## src/rtl/step_ctrl_pkg.sv

```systemverilog
// Shared state encoding for the step controller and its debouncer.
package step_ctrl_pkg;

   localparam int STATE_W = 2;

   typedef enum logic [STATE_W-1:0] {
      ST_IDLE = 2'd0,
      ST_RUN  = 2'd1,
      ST_HALT = 2'd2
   } state_t;

endpackage

```

## src/rtl/button_debouncer.sv

```systemverilog
// Two-flop synchronizer, stable-count debouncer and registered rise strobe.
module button_debouncer
   import step_ctrl_pkg::*;
#(
   parameter logic [15:0] DEBOUNCE_CYCLES = 16'd50000
) (
   input  logic clk,
   input  logic reset,
   input  logic raw,
   output logic level,
   output logic rise
);

   logic [1:0]  sync_q, sync_d;
   logic [15:0] db_cnt_q, db_cnt_d;
   logic        level_q, level_d;
   logic        prev_q, prev_d;
   logic        rise_q, rise_d;
   logic        btn_s;

   assign btn_s = sync_q[1];

   always_comb begin
      sync_d   = {sync_q[0], raw};
      db_cnt_d = '0;
      level_d  = level_q;
      if (btn_s != level_q) begin
         if (db_cnt_q == DEBOUNCE_CYCLES - 16'd1) begin
            level_d = btn_s;
         end else begin
            db_cnt_d = db_cnt_q + 16'd1;
         end
      end
      prev_d = level_q;
      rise_d = level_q & ~prev_q;
   end

   always_ff @(posedge clk) begin
      if (reset) begin
         sync_q   <= '0;
         db_cnt_q <= '0;
         level_q  <= 1'b0;
         prev_q   <= 1'b0;
         rise_q   <= 1'b0;
      end else begin
         sync_q   <= sync_d;
         db_cnt_q <= db_cnt_d;
         level_q  <= level_d;
         prev_q   <= prev_d;
         rise_q   <= rise_d;
      end
   end

   assign level = level_q;
   assign rise  = rise_q;

endmodule

```

## src/rtl/step_controller.sv

```systemverilog
// Step strobe generator: manual single-step, divided free-run, and an
// optional PC breakpoint halt enabled by STEP_CTRL_BREAKPOINT_EN.
module step_controller
   import step_ctrl_pkg::*;
#(
   parameter logic [15:0] DEBOUNCE_CYCLES = 16'd50000,
   parameter logic [23:0] RUN_DIV         = 24'd5000000,
   parameter int unsigned STEP_CNT_W      = 16
) (
   input  logic                  clk,
   input  logic                  reset,
   input  logic                  btn_step,
   input  logic                  run_mode,
   input  logic [31:0]           pc_in,
   input  logic [31:0]           bp_addr,
   input  logic                  bp_valid,
   output logic                  step_pulse,
   output logic                  running,
   output logic                  halted,
   output logic [STEP_CNT_W-1:0] step_count
);

   logic                  press;
   logic                  unused_level;
   logic [1:0]            run_sync_q, run_sync_d;
   logic                  run_s;
   state_t                state_q, state_d;
   logic [23:0]           div_cnt_q, div_cnt_d;
   logic                  div_wrap;
   logic                  bp_hit;
   logic                  step_pulse_q, step_pulse_d;
   logic                  running_q, running_d;
   logic                  halted_q, halted_d;
   logic [STEP_CNT_W-1:0] step_count_q, step_count_d;

   button_debouncer #(
      .DEBOUNCE_CYCLES(DEBOUNCE_CYCLES)
   ) u_debouncer (
      .clk   (clk),
      .reset (reset),
      .raw   (btn_step),
      .level (unused_level),
      .rise  (press)
   );

   assign run_s    = run_sync_q[1];
   assign div_wrap = (div_cnt_q == RUN_DIV - 24'd1);

`ifdef STEP_CTRL_BREAKPOINT_EN
   assign bp_hit = bp_valid && (pc_in == bp_addr);
`else
   logic unused_bp;
   assign unused_bp = ^{bp_valid, pc_in, bp_addr};
   assign bp_hit    = 1'b0;
`endif

   // A run_s change always wins over a press, a breakpoint or a wrap.
   always_comb begin
      run_sync_d   = {run_sync_q[0], run_mode};
      state_d      = state_q;
      div_cnt_d    = '0;
      step_pulse_d = 1'b0;
      step_count_d = step_pulse_q ? step_count_q + STEP_CNT_W'(1)
                                  : step_count_q;
      unique case (state_q)
         ST_IDLE: begin
            if (run_s) state_d = ST_RUN;
            else       step_pulse_d = press;
         end
         ST_RUN: begin
            if (!run_s) begin
               state_d = ST_IDLE;
            end else if (bp_hit) begin
               state_d = ST_HALT;
            end else begin
               div_cnt_d    = div_wrap ? '0 : div_cnt_q + 24'd1;
               step_pulse_d = div_wrap;
            end
         end
         ST_HALT: begin
            if (!run_s) state_d = ST_IDLE;
            else        step_pulse_d = press;
         end
         default: state_d = ST_IDLE;
      endcase
      running_d = (state_d == ST_RUN);
      halted_d  = (state_d == ST_HALT);
   end

   always_ff @(posedge clk) begin
      if (reset) begin
         run_sync_q   <= '0;
         state_q      <= ST_IDLE;
         div_cnt_q    <= '0;
         step_pulse_q <= 1'b0;
         running_q    <= 1'b0;
         halted_q     <= 1'b0;
         step_count_q <= '0;
      end else begin
         run_sync_q   <= run_sync_d;
         state_q      <= state_d;
         div_cnt_q    <= div_cnt_d;
         step_pulse_q <= step_pulse_d;
         running_q    <= running_d;
         halted_q     <= halted_d;
         step_count_q <= step_count_d;
      end
   end

   assign step_pulse = step_pulse_q;
   assign running    = running_q;
   assign halted     = halted_q;
   assign step_count = step_count_q;

endmodule

```

## config.mk

```make
export PLATFORM = sky130hd
export DESIGN_NAME = step_controller
export DESIGN_NICKNAME = d
export VERILOG_FILES = /design/src/rtl/step_ctrl_pkg.sv /design/src/rtl/button_debouncer.sv /design/src/rtl/step_controller.sv
export SDC_FILE = /design/constraint.sdc
export NUM_CORES = 1
export LEC_CHECK = 0
export BUFFER_PORTS_ARGS = -buffer_cell sky130_fd_sc_hd__buf_2
export CELL_PAD_IN_SITES_DETAIL_PLACEMENT = 0
export CELL_PAD_IN_SITES_GLOBAL_PLACEMENT = 2
export CORE_ASPECT_RATIO = 1.25
export CORE_MARGIN = 2
export CORE_UTILIZATION = 27
export CTS_CLUSTER_DIAMETER = 200
export DETAILED_ROUTE_END_ITERATION = 12
export HOLD_SLACK_MARGIN = 0.08
export PLACE_DENSITY = 0.82
export SYNTH_ARGS = -nofsm -noshare
export SYNTH_HDL_FRONTEND = slang
export SYNTH_SLANG_ARGS = --single-unit
```

## constraint.sdc

```tcl
create_clock -name clk -period 1.9 [get_ports clk]
set_input_delay 0.095 -clock clk [delete_from_list [all_inputs] [get_ports clk]]
set_output_delay 0.095 -clock clk [all_outputs]
set_load 0.005 [all_outputs]
```

Yosys cells after proc, flatten, opt, wreduce, memory -nomap -nowiden. Cells that the tools add are included.

Register bits after elaboration: 68. Logic and storage cells: 39.

Add/sub/neg operators: 3. Equality and inequality tests: 7. Muxes and demuxes: 7. Bitwise logic cells: 5. Reduce and logical (&&, ||, !) cells: 5.

Operators by type and width (count): adder 16 x 1 -> 16 bit, second input constant (2); adder 24 x 1 -> 24 bit, second input constant (1); == test 24 x 23 -> 1 bit, second input constant (1); == test 16 bit, second input constant (1); == test 2 x 1 -> 1 bit, second input constant (2); == test 2 bit, second input constant (2); two-way mux 2 bit (2); NOT 1 bit (4); one-hot mux 2 bit (2 select lines) (1); OR reduction 4 bit (1); two-way mux 1 bit (3); one-hot mux 1 bit (3 select lines) (1); OR reduction 3 bit (1); zero test 2 bit (1); AND reduction 2 bit (1); OR reduction 2 bit (1); bitwise AND 1 bit (1); != test 1 bit (1).

Depth between registers and ports, before layout. Gate-level depths: netlist (run 1).

Depth after elaboration: 4. Depth in mapped cells: 7.

Cells and area by module. Synthesis (run 1) repeated with hierarchy kept, for this count alone.

Cell total of the unflattened synthesis: 332. Area, all modules: 2984.1 um2.

Modules (own cells, without submodules): step_controller (instances 1, cells an instance 239, area an instance 2123.3 um2, seq. area each 940.9 um2); button_debouncer (instances 1, cells an instance 93, area an instance 860.8 um2, seq. area each 420.4 um2).

Worst setup path before layout (run 1). OpenSTA, ideal clock, no wires.

Kind: reg-to-reg. Start: register u_debouncer.db_cnt_q[7]. End: register u_debouncer.db_cnt_q[14]. Setup time: 115 ps. Arrival: 1726 ps. Required time: 1785 ps. Setup slack: 60 ps. Cell stages (with the launch flop): 6. Clock period less this slack: 1840 ps. Path through: dfxtp_1 or4b_1 or4_4 o21ai_4 buf_4 nor2_1.

Word-level cells in the longest chain between the ends: 2.

RTL lines: start: declaration (line button_debouncer.sv:15) `logic [15:0] db_cnt_q, db_cnt_d;`; start signal: assignment (line button_debouncer.sv:47) `db_cnt_q <= db_cnt_d;`; branches (longest 2 deep; another with adder 16 x 1 -> 16 bit).

Several ways; the timed one is not identified. A chain may end at the register's enable or synchronous reset.

Final worst setup path (run 1).
Start: register u_debouncer.db_cnt_q[7]. End: register u_debouncer.level_q, in the netlist u_debouncer.level.

Word-level cells in the longest chain between the ends: 2.

RTL lines: == test 16 bit (line button_debouncer.sv:28) `if (db_cnt_q == DEBOUNCE_CYCLES - 16'd1) begin`; AND reduction 2 bit (no line); end signal: assignment (line button_debouncer.sv:48) `level_q <= level_d;`; end: declaration (line button_debouncer.sv:16) `logic level_q, level_d;`.

No other way between the ends.

==> metrics.yaml, run 1 <==
drv_slew: 0
final_layout_size_suffix_gt1_share_pct: 18.1
antenna_cells: 0
globalRouteOverflowTotal: 0
rows: 42
final_period_minus_worst_setup_slack_ps: 1830
r2r_start: "u_debouncer.db_cnt_q[7]"
globalRouteTotalUtil_pct: 11.2
die_area_mm2: 0.0118
clock_sinks: 68
final.period_utilization_pct: 96.5
post-dp-hpwl_um: 4340
detail_route.first_pass.iterations: 4
area_growth_pct: 25.6
weighted_congestion_reported_at_the_end_of_routability_driven_placement: 0.742
vdd_ir_drop_max_mv: 0.433
ys_seq_elements: 68
via_count_of_the_first_global_routing_pass: 2347
most_common_cell_after_layout_fill_and_taps_aside: "sky130_fd_sc_hd__dfxtp_1"
ctsLongestPathBuffers: 2
mostFrequentLayoutCells: "sky130_fd_sc_hd__dfxtp_1 (67), sky130_fd_sc_hd__nor2_1 (46), sky130_fd_sc_hd__buf_4 (26)"
hold_path.class: "in2reg"
grt_first_pass_wirelength_um: 10600
port_buffers: 22
finalHoldViolations: 0
worst_skew_pair.late_latency_ps: 330
cts_htree_levels: 3
nNetsFinal: 458
mappedNetlistArea_mm2: 0.00295
max-cap-violations: 0
cts.clk_slew.worst_paths_ps: 50
worstHoldStart: "reset"
fin_area_mm2: 0.00371
critical_path_class: "reg2reg"
rsz_0062_raised_after_global_routing: "no"
drc_errors: 0
ys.warnings.count: 0
sum_of_negative_setup_slack_ps: 0
synth_cell_type_count: 37
chipHeight_um: 121
synth_area_per_cell_um2: 8.89
vias_per_cell: 4.66
pwr_density_cell_mw_per_mm2: 811
io_pins: 88
starting_density_of_the_core_pct: 27.8
die_w_um: 97.5
worstSetupStartpoint: "u_debouncer.db_cnt_q[7]"
worst_setup_path_start_kind: "flip-flop"
drt.antenna.violating_nets: 0
starting_drt_drc_count: 95
power.leakage_nw: 1.31
worst-endpoint-required_ps: 2160
core-area_mm2: 0.0106
syn-instance-count: 332
grt_antenna_before_repair: 0
finalSetupViolCount: 0
worst_clock_skew_ps: 6.75
wl_per_cell_um: 11.9
critical_path.max_fanout: 3
tritoncts: "built"
fmaxAchievable_mhz: 546
wirelength_um: 6170
worstSetupEndpointType: "flip-flop"
worst-endpoint-arrival_ps: 2100
status: "complete, no violations"
ctsRootBufferMaster: "sky130_fd_sc_hd__clkbuf_16"
pin_count_of_the_biggest_net_entering_global_routing: 25
worst-slew-pin-transition_ps: 342
synth.yosys.seq_area_share_pct: 46.1
placement.cell_area_mm2: 0.00338
timing.max_slew.rel_slack_pct: 76.9
num_vias: 2416
n_fill_cell: 1127
cts-buffers-inserted: 9
syn_nets: 408
setup.reg_to_reg.worst_slack_ps: 70
## per-layer routing
metal | part of all wire, % | routed length (um) | track usage [%]
met5 | 0 | 0 | 0
met4 | 2.7 | 165 | 6.08
met3 | 3.2 | 198 | 2.48
met2 | 46 | 2850 | 18.3
met1 | 48 | 2960 | 13.6
## final timing paths
kind | endpoint | cells past startpoint
worst max register to register | u_debouncer.level | 4
worst min register to register | u_debouncer.rise | 1
worst max-delay path | u_debouncer.level | 4
worst min-delay path | step_count[15] | 3
## synthesized netlist by cell type, drive strengths merged
cell type	count	area [um2]
dfxtp	68	1360
nor2	46	173
xor2	21	184
nand3	18	90.1
nand2	17	63.8
a21oi	16	80.1
xnor2	16	140
nand4	14	87.6
o21ai	13	76.3
or3	12	75.1
clkbuf	10	37.5
inv	10	37.5
nor2b	8	50.1
and3	7	43.8
ha	7	87.6
nor3	7	35.0
or4	7	56.3
and4	6	52.6
o31ai	6	45.0
nor4	5	31.3
and2	3	18.8
buf	2	12.5
nor4b	2	17.5
o21a	2	15.0
or4b	2	20.0
a211oi	1	7.51
a2bb2oi	1	8.76
mux2	1	11.3
mux2i	1	10.0
nand2b	1	6.26
nor4bb	1	10.0
or2	1	6.26
## state kept, by name, summed over array words and instances, names as in the netlist
name                  count
div_cnt_q                24
halted                    1
run_sync_q                2
running                   1
state_q                   2
step_count               16
step_pulse                1
u_debouncer.db_cnt_q     16
u_debouncer.level         1
u_debouncer.prev_q        1
u_debouncer.rise          1
u_debouncer.sync_q        2
## worst max-delay path, cell delays in order (launching register included)
cell                      delay (ps)
sky130_fd_sc_hd__dfxtp_1         320
sky130_fd_sc_hd__or4b_1          530
sky130_fd_sc_hd__or4_4           460
sky130_fd_sc_hd__or3_1           320
sky130_fd_sc_hd__a21oi_1         140
## metrics by stage
step	worst slack (ps)	cells	util [%]	hold WS (ps)	power, mW
after floorplan	59.5	332	-	223	1.49
after detailed placement	19.2	499	31.8	312	1.51
final	67.1	518	34.9	154	3.01
after CTS	20.4	516	34.6	150	3.05
after global routing	18.7	518	34.9	191	3.12
after global placement	5.00	499	31.8	310	1.51
## kinds of logic after synthesis
| logic type | after synthesis | share of synthesized area [%] |
|---|---|---|
| adders and majority gates | 7 | 2.97 |
| DFF | 68 | 46.1 |
| buffers and inverters | 22 | 2.97 |
| AOI/OAI and AO/OA | 39 | 7.88 |
| muxes | 2 | 0.721 |
| xor gates and xnor gates | 37 | 11.0 |
| and+or+nand+nor | 157 | 28.4 |
## where the power goes
part	total (mW)	leakage, nW	internal [mW]	switching, mW
logic	0.0419	0.630	0.0181	0.0238
clock network	1.53	0.129	0.948	0.580
registers	1.44	0.549	1.43	0.00420
total	3.01	1.31	2.40	0.608
## what timing repair did
action	CTS	global route
hold buffers	2	0
pin swaps	1	1
hold endpoints to repair	2	0
gates cloned	0	0
resized for setup	0	6
endpoints found under the setup margin	1	5
buffers inserted	0	2
## area by class of cell
cell class | count | area (um2) | area share [%]
clock buffers | 14 | 264 | 7.12
clock inverters | 1 | 7.51 | 0.202
inverters | 10 | 37.5 | 1.01
multi-input cells | 242 | 1530 | 41.1
flip-flops and latches | 68 | 1360 | 36.8
well taps | 132 | 165 | 4.45
repair buffers | 51 | 345 | 9.31
Power figures use the tool's default switching activity.
==> run 2, diff against run 1 <==
Settings changed: ABC_AREA set to 1, CORE_UTILIZATION 27 to 26.
==> run 2 against run 1 <==
Compared with the run above:
- final cell count increased by 29%
- global-route usage decreased by 0.28 points
- combinational power increased by 9.5%
- power increased by 8.2%
- first-iteration DRC count increased by 49%
- via count increased by 19%
- clock-buffer cell count decreased by 2
- synthesized cell count increased by 40%
- core utilization decreased by 3.4 points
==> metrics.yaml, run 2 <==
cts_setup_buffers: 0
worst_clock_skew_ps: 4.24
placement.cell_area_mm2: 0.00362
drt.antenna.violating_nets: 0
largest_register_ffs: 24
synth-adder-area-share_pct: 2.64
placed_cells: 652
cts.clk_slew.worst_paths_ps: 50
worst-endpoint-required_ps: 2100
area_growth_pct: 19.6
fin_area_mm2: 0.00396
syn-instance-count: 464
ys_seq_elements: 68
chipHeight_um: 130
timing.max_slew.rel_slack_pct: 71.1
utilization_of_the_core_after_routing_pct: 31.6
mappedNetlistArea_mm2: 0.00331
grt_antenna_before_repair: 0
worst-endpoint-arrival_ps: 1800
asyncSetResetFlopFracSynth_pct: 0
pin_count_of_the_biggest_net_entering_global_routing: 21
power.leakage_nw: 1.44
vdd_ir_drop_max_mv: 0.457
fmaxAchievable_mhz: 625
starting_drt_drc_count: 142
starting_density_of_the_core_pct: 26.4
yosys.area_share.xor_xnor_pct: 3.44
mostFrequentLayoutCells: "sky130_fd_sc_hd__nand2_1 (101), sky130_fd_sc_hd__nor2_1 (84), sky130_fd_sc_hd__dfxtp_1 (68)"
via_count_of_the_first_global_routing_pass: 2759
finalHoldViolations: 0
synth_cell_type_count: 34
syn_nets: 540
detail_route.first_pass.iterations: 4
synth.mux.area_fraction_pct: 0
worst-slew-pin-transition_ps: 430
globalRouteOverflowTotal: 0
vias_per_cell: 4.27
synth.top_cells.by_count: "sky130_fd_sc_hd__nand2_1 (101), sky130_fd_sc_hd__nor2_1 (84), sky130_fd_sc_hd__dfxtp_1 (68), sky130_fd_sc_hd__inv_1 (51), sky130_fd_sc_hd__a21oi_1 (30)"
cts_htree_levels: 3
die_w_um: 105
cts-buffers-inserted: 9
power_total_mw: 3.25
weighted_congestion_reported_at_the_end_of_routability_driven_placement: 0.833
critical_path_class: "reg2reg"
synth_enable_flop_cells: 0
largest_family_of_logic_cells_by_synthesized_area: "simple AND/OR/NAND/NOR gates"
synth.most_common_cell: "sky130_fd_sc_hd__nand2_1"
io_pins: 88
nNetsFinal: 573
cts_resized: 0
critical_path.max_fanout: 16
antenna_cells: 0
post-dp-hpwl_um: 5220
rows: 46
synth_top_cell_by_area: "sky130_fd_sc_hd__dfxtp_1"
synth_simple_gate_area_share_pct: 38.0
max-cap-violations: 0
tritoncts: "built"
synth.yosys.seq_area_share_pct: 41.1
core-area_mm2: 0.0125
drv_slew: 0
final_period_minus_worst_setup_slack_ps: 1600
synth_top_flop_cell: "sky130_fd_sc_hd__dfxtp_1"
clock_sinks: 68
worst_setup_path_start_kind: "flip-flop"
ctsRootBufferMaster: "sky130_fd_sc_hd__clkbuf_16"
synth_compound_gate_area_share_pct: 7.10
status: "complete, no violations"
port_buffers: 22
sum_of_negative_setup_slack_ps: 0
ys_top_cells_by_area: "sky130_fd_sc_hd__dfxtp_1 (41%), sky130_fd_sc_hd__nand2_1 (11%), sky130_fd_sc_hd__nor2_1 (9.5%), sky130_fd_sc_hd__inv_1 (5.8%), sky130_fd_sc_hd__a21oi_1 (4.5%)"
drc_errors: 0
rsz_0062_raised_after_global_routing: "no"
final_layout_size_suffix_gt1_share_pct: 14.7
globalRouteTotalUtil_pct: 10.9
register_containing_the_most_flip_flops_in_the_final_layout: "div_cnt_q"
die_area_mm2: 0.0137
wirelength_um: 6860
num_vias: 2863
most_common_cell_after_layout_fill_and_taps_aside: "sky130_fd_sc_hd__nand2_1"
worst_skew_pair.late_latency_ps: 320
worstSetupEndpointType: "flip-flop"
grt_first_pass_wirelength_um: 12100
synth_area_per_cell_um2: 7.14
final.period_utilization_pct: 84.2
finalSetupViolCount: 0
final-instance-count-excl-fill: 670
ctsLongestPathBuffers: 2
hold_path.class: "in2reg"
netlist.area_leader.share_pct: 41.1
pwr_density_cell_mw_per_mm2: 822
wl_per_cell_um: 10.2
ys.warnings.count: 0
run 2: repair_timing:
item                       in CTS  in global routing
hold endpoints to repair        2                  0
setup endpoints to repair       0                  0
hold buffers                    2                  0
run 2: final timing paths:
| kind | start | endpoint | slack, ps | cells after the start |
|---|---|---|---|---|
| min reg2reg | u_debouncer.prev_q | u_debouncer.rise | 390 | 1 |
| min | reset | u_debouncer.sync_q[0] | 160 | 2 |
| max reg2reg | u_debouncer.db_cnt_q[0] | u_debouncer.db_cnt_q[11] | 300 | 8 |
| max | u_debouncer.db_cnt_q[0] | u_debouncer.db_cnt_q[11] | 300 | 8 |
run 2: metrics by stage:
stage          hold slack (ps)  setup slack (ps)
2_1_floorplan              202               507
3_3_place_gp               298               283
3_5_place_dp               303               266
4_1_cts                    159               264
5_1_grt                    183              79.0
6_report                   159               301
run 2: cells by family (layout without fill, tap and decap cells):
group | after synthesis | count (layout)
xor+xnor | 13 | 13
compound gates | 45 | 45
buf+inv | 63 | 101
simple gates | 268 | 268
flops | 68 | 68
fa+ha+maj | 7 | 7
run 2: final cells by class:
cell class	count	area, um2
fillers	1414	8590
multi-input cells	333	1700
flip-flops and latches	68	1360
clock buffers	12	246
inverters	57	214
well taps	168	210
repair buffers	28	160
clock inverters	4	72.6
run 2: report_power, final:
group          internal, mW  switching [mW]  leakage, nW
combinational        0.0179          0.0280        0.740
sequential             1.43         0.00447        0.549
clock                  1.18           0.588        0.153
total                  2.63           0.621         1.44
run 2: critical path: stages (launching register included):
cell and delay, ps:
sky130_fd_sc_hd__dfxtp_1 340, sky130_fd_sc_hd__ha_1 170, sky130_fd_sc_hd__nand2_1 100, sky130_fd_sc_hd__inv_2 60
sky130_fd_sc_hd__nand2_1 60, sky130_fd_sc_hd__nor2_1 150, sky130_fd_sc_hd__nand4_1 190, sky130_fd_sc_hd__nand2_2 310
sky130_fd_sc_hd__nor2_1 90
run 2: routing by layer:
metal | routed length, um | global-route usage (%) | vias to the layer above
met1 | 3190 | 12.6 | 1291
met3 | 161 | 2.60 | 10
met4 | 140 | 4.71 | 0
li1 | - | - | 1539
met5 | 0 | 0 | -
met2 | 3370 | 19.3 | 23
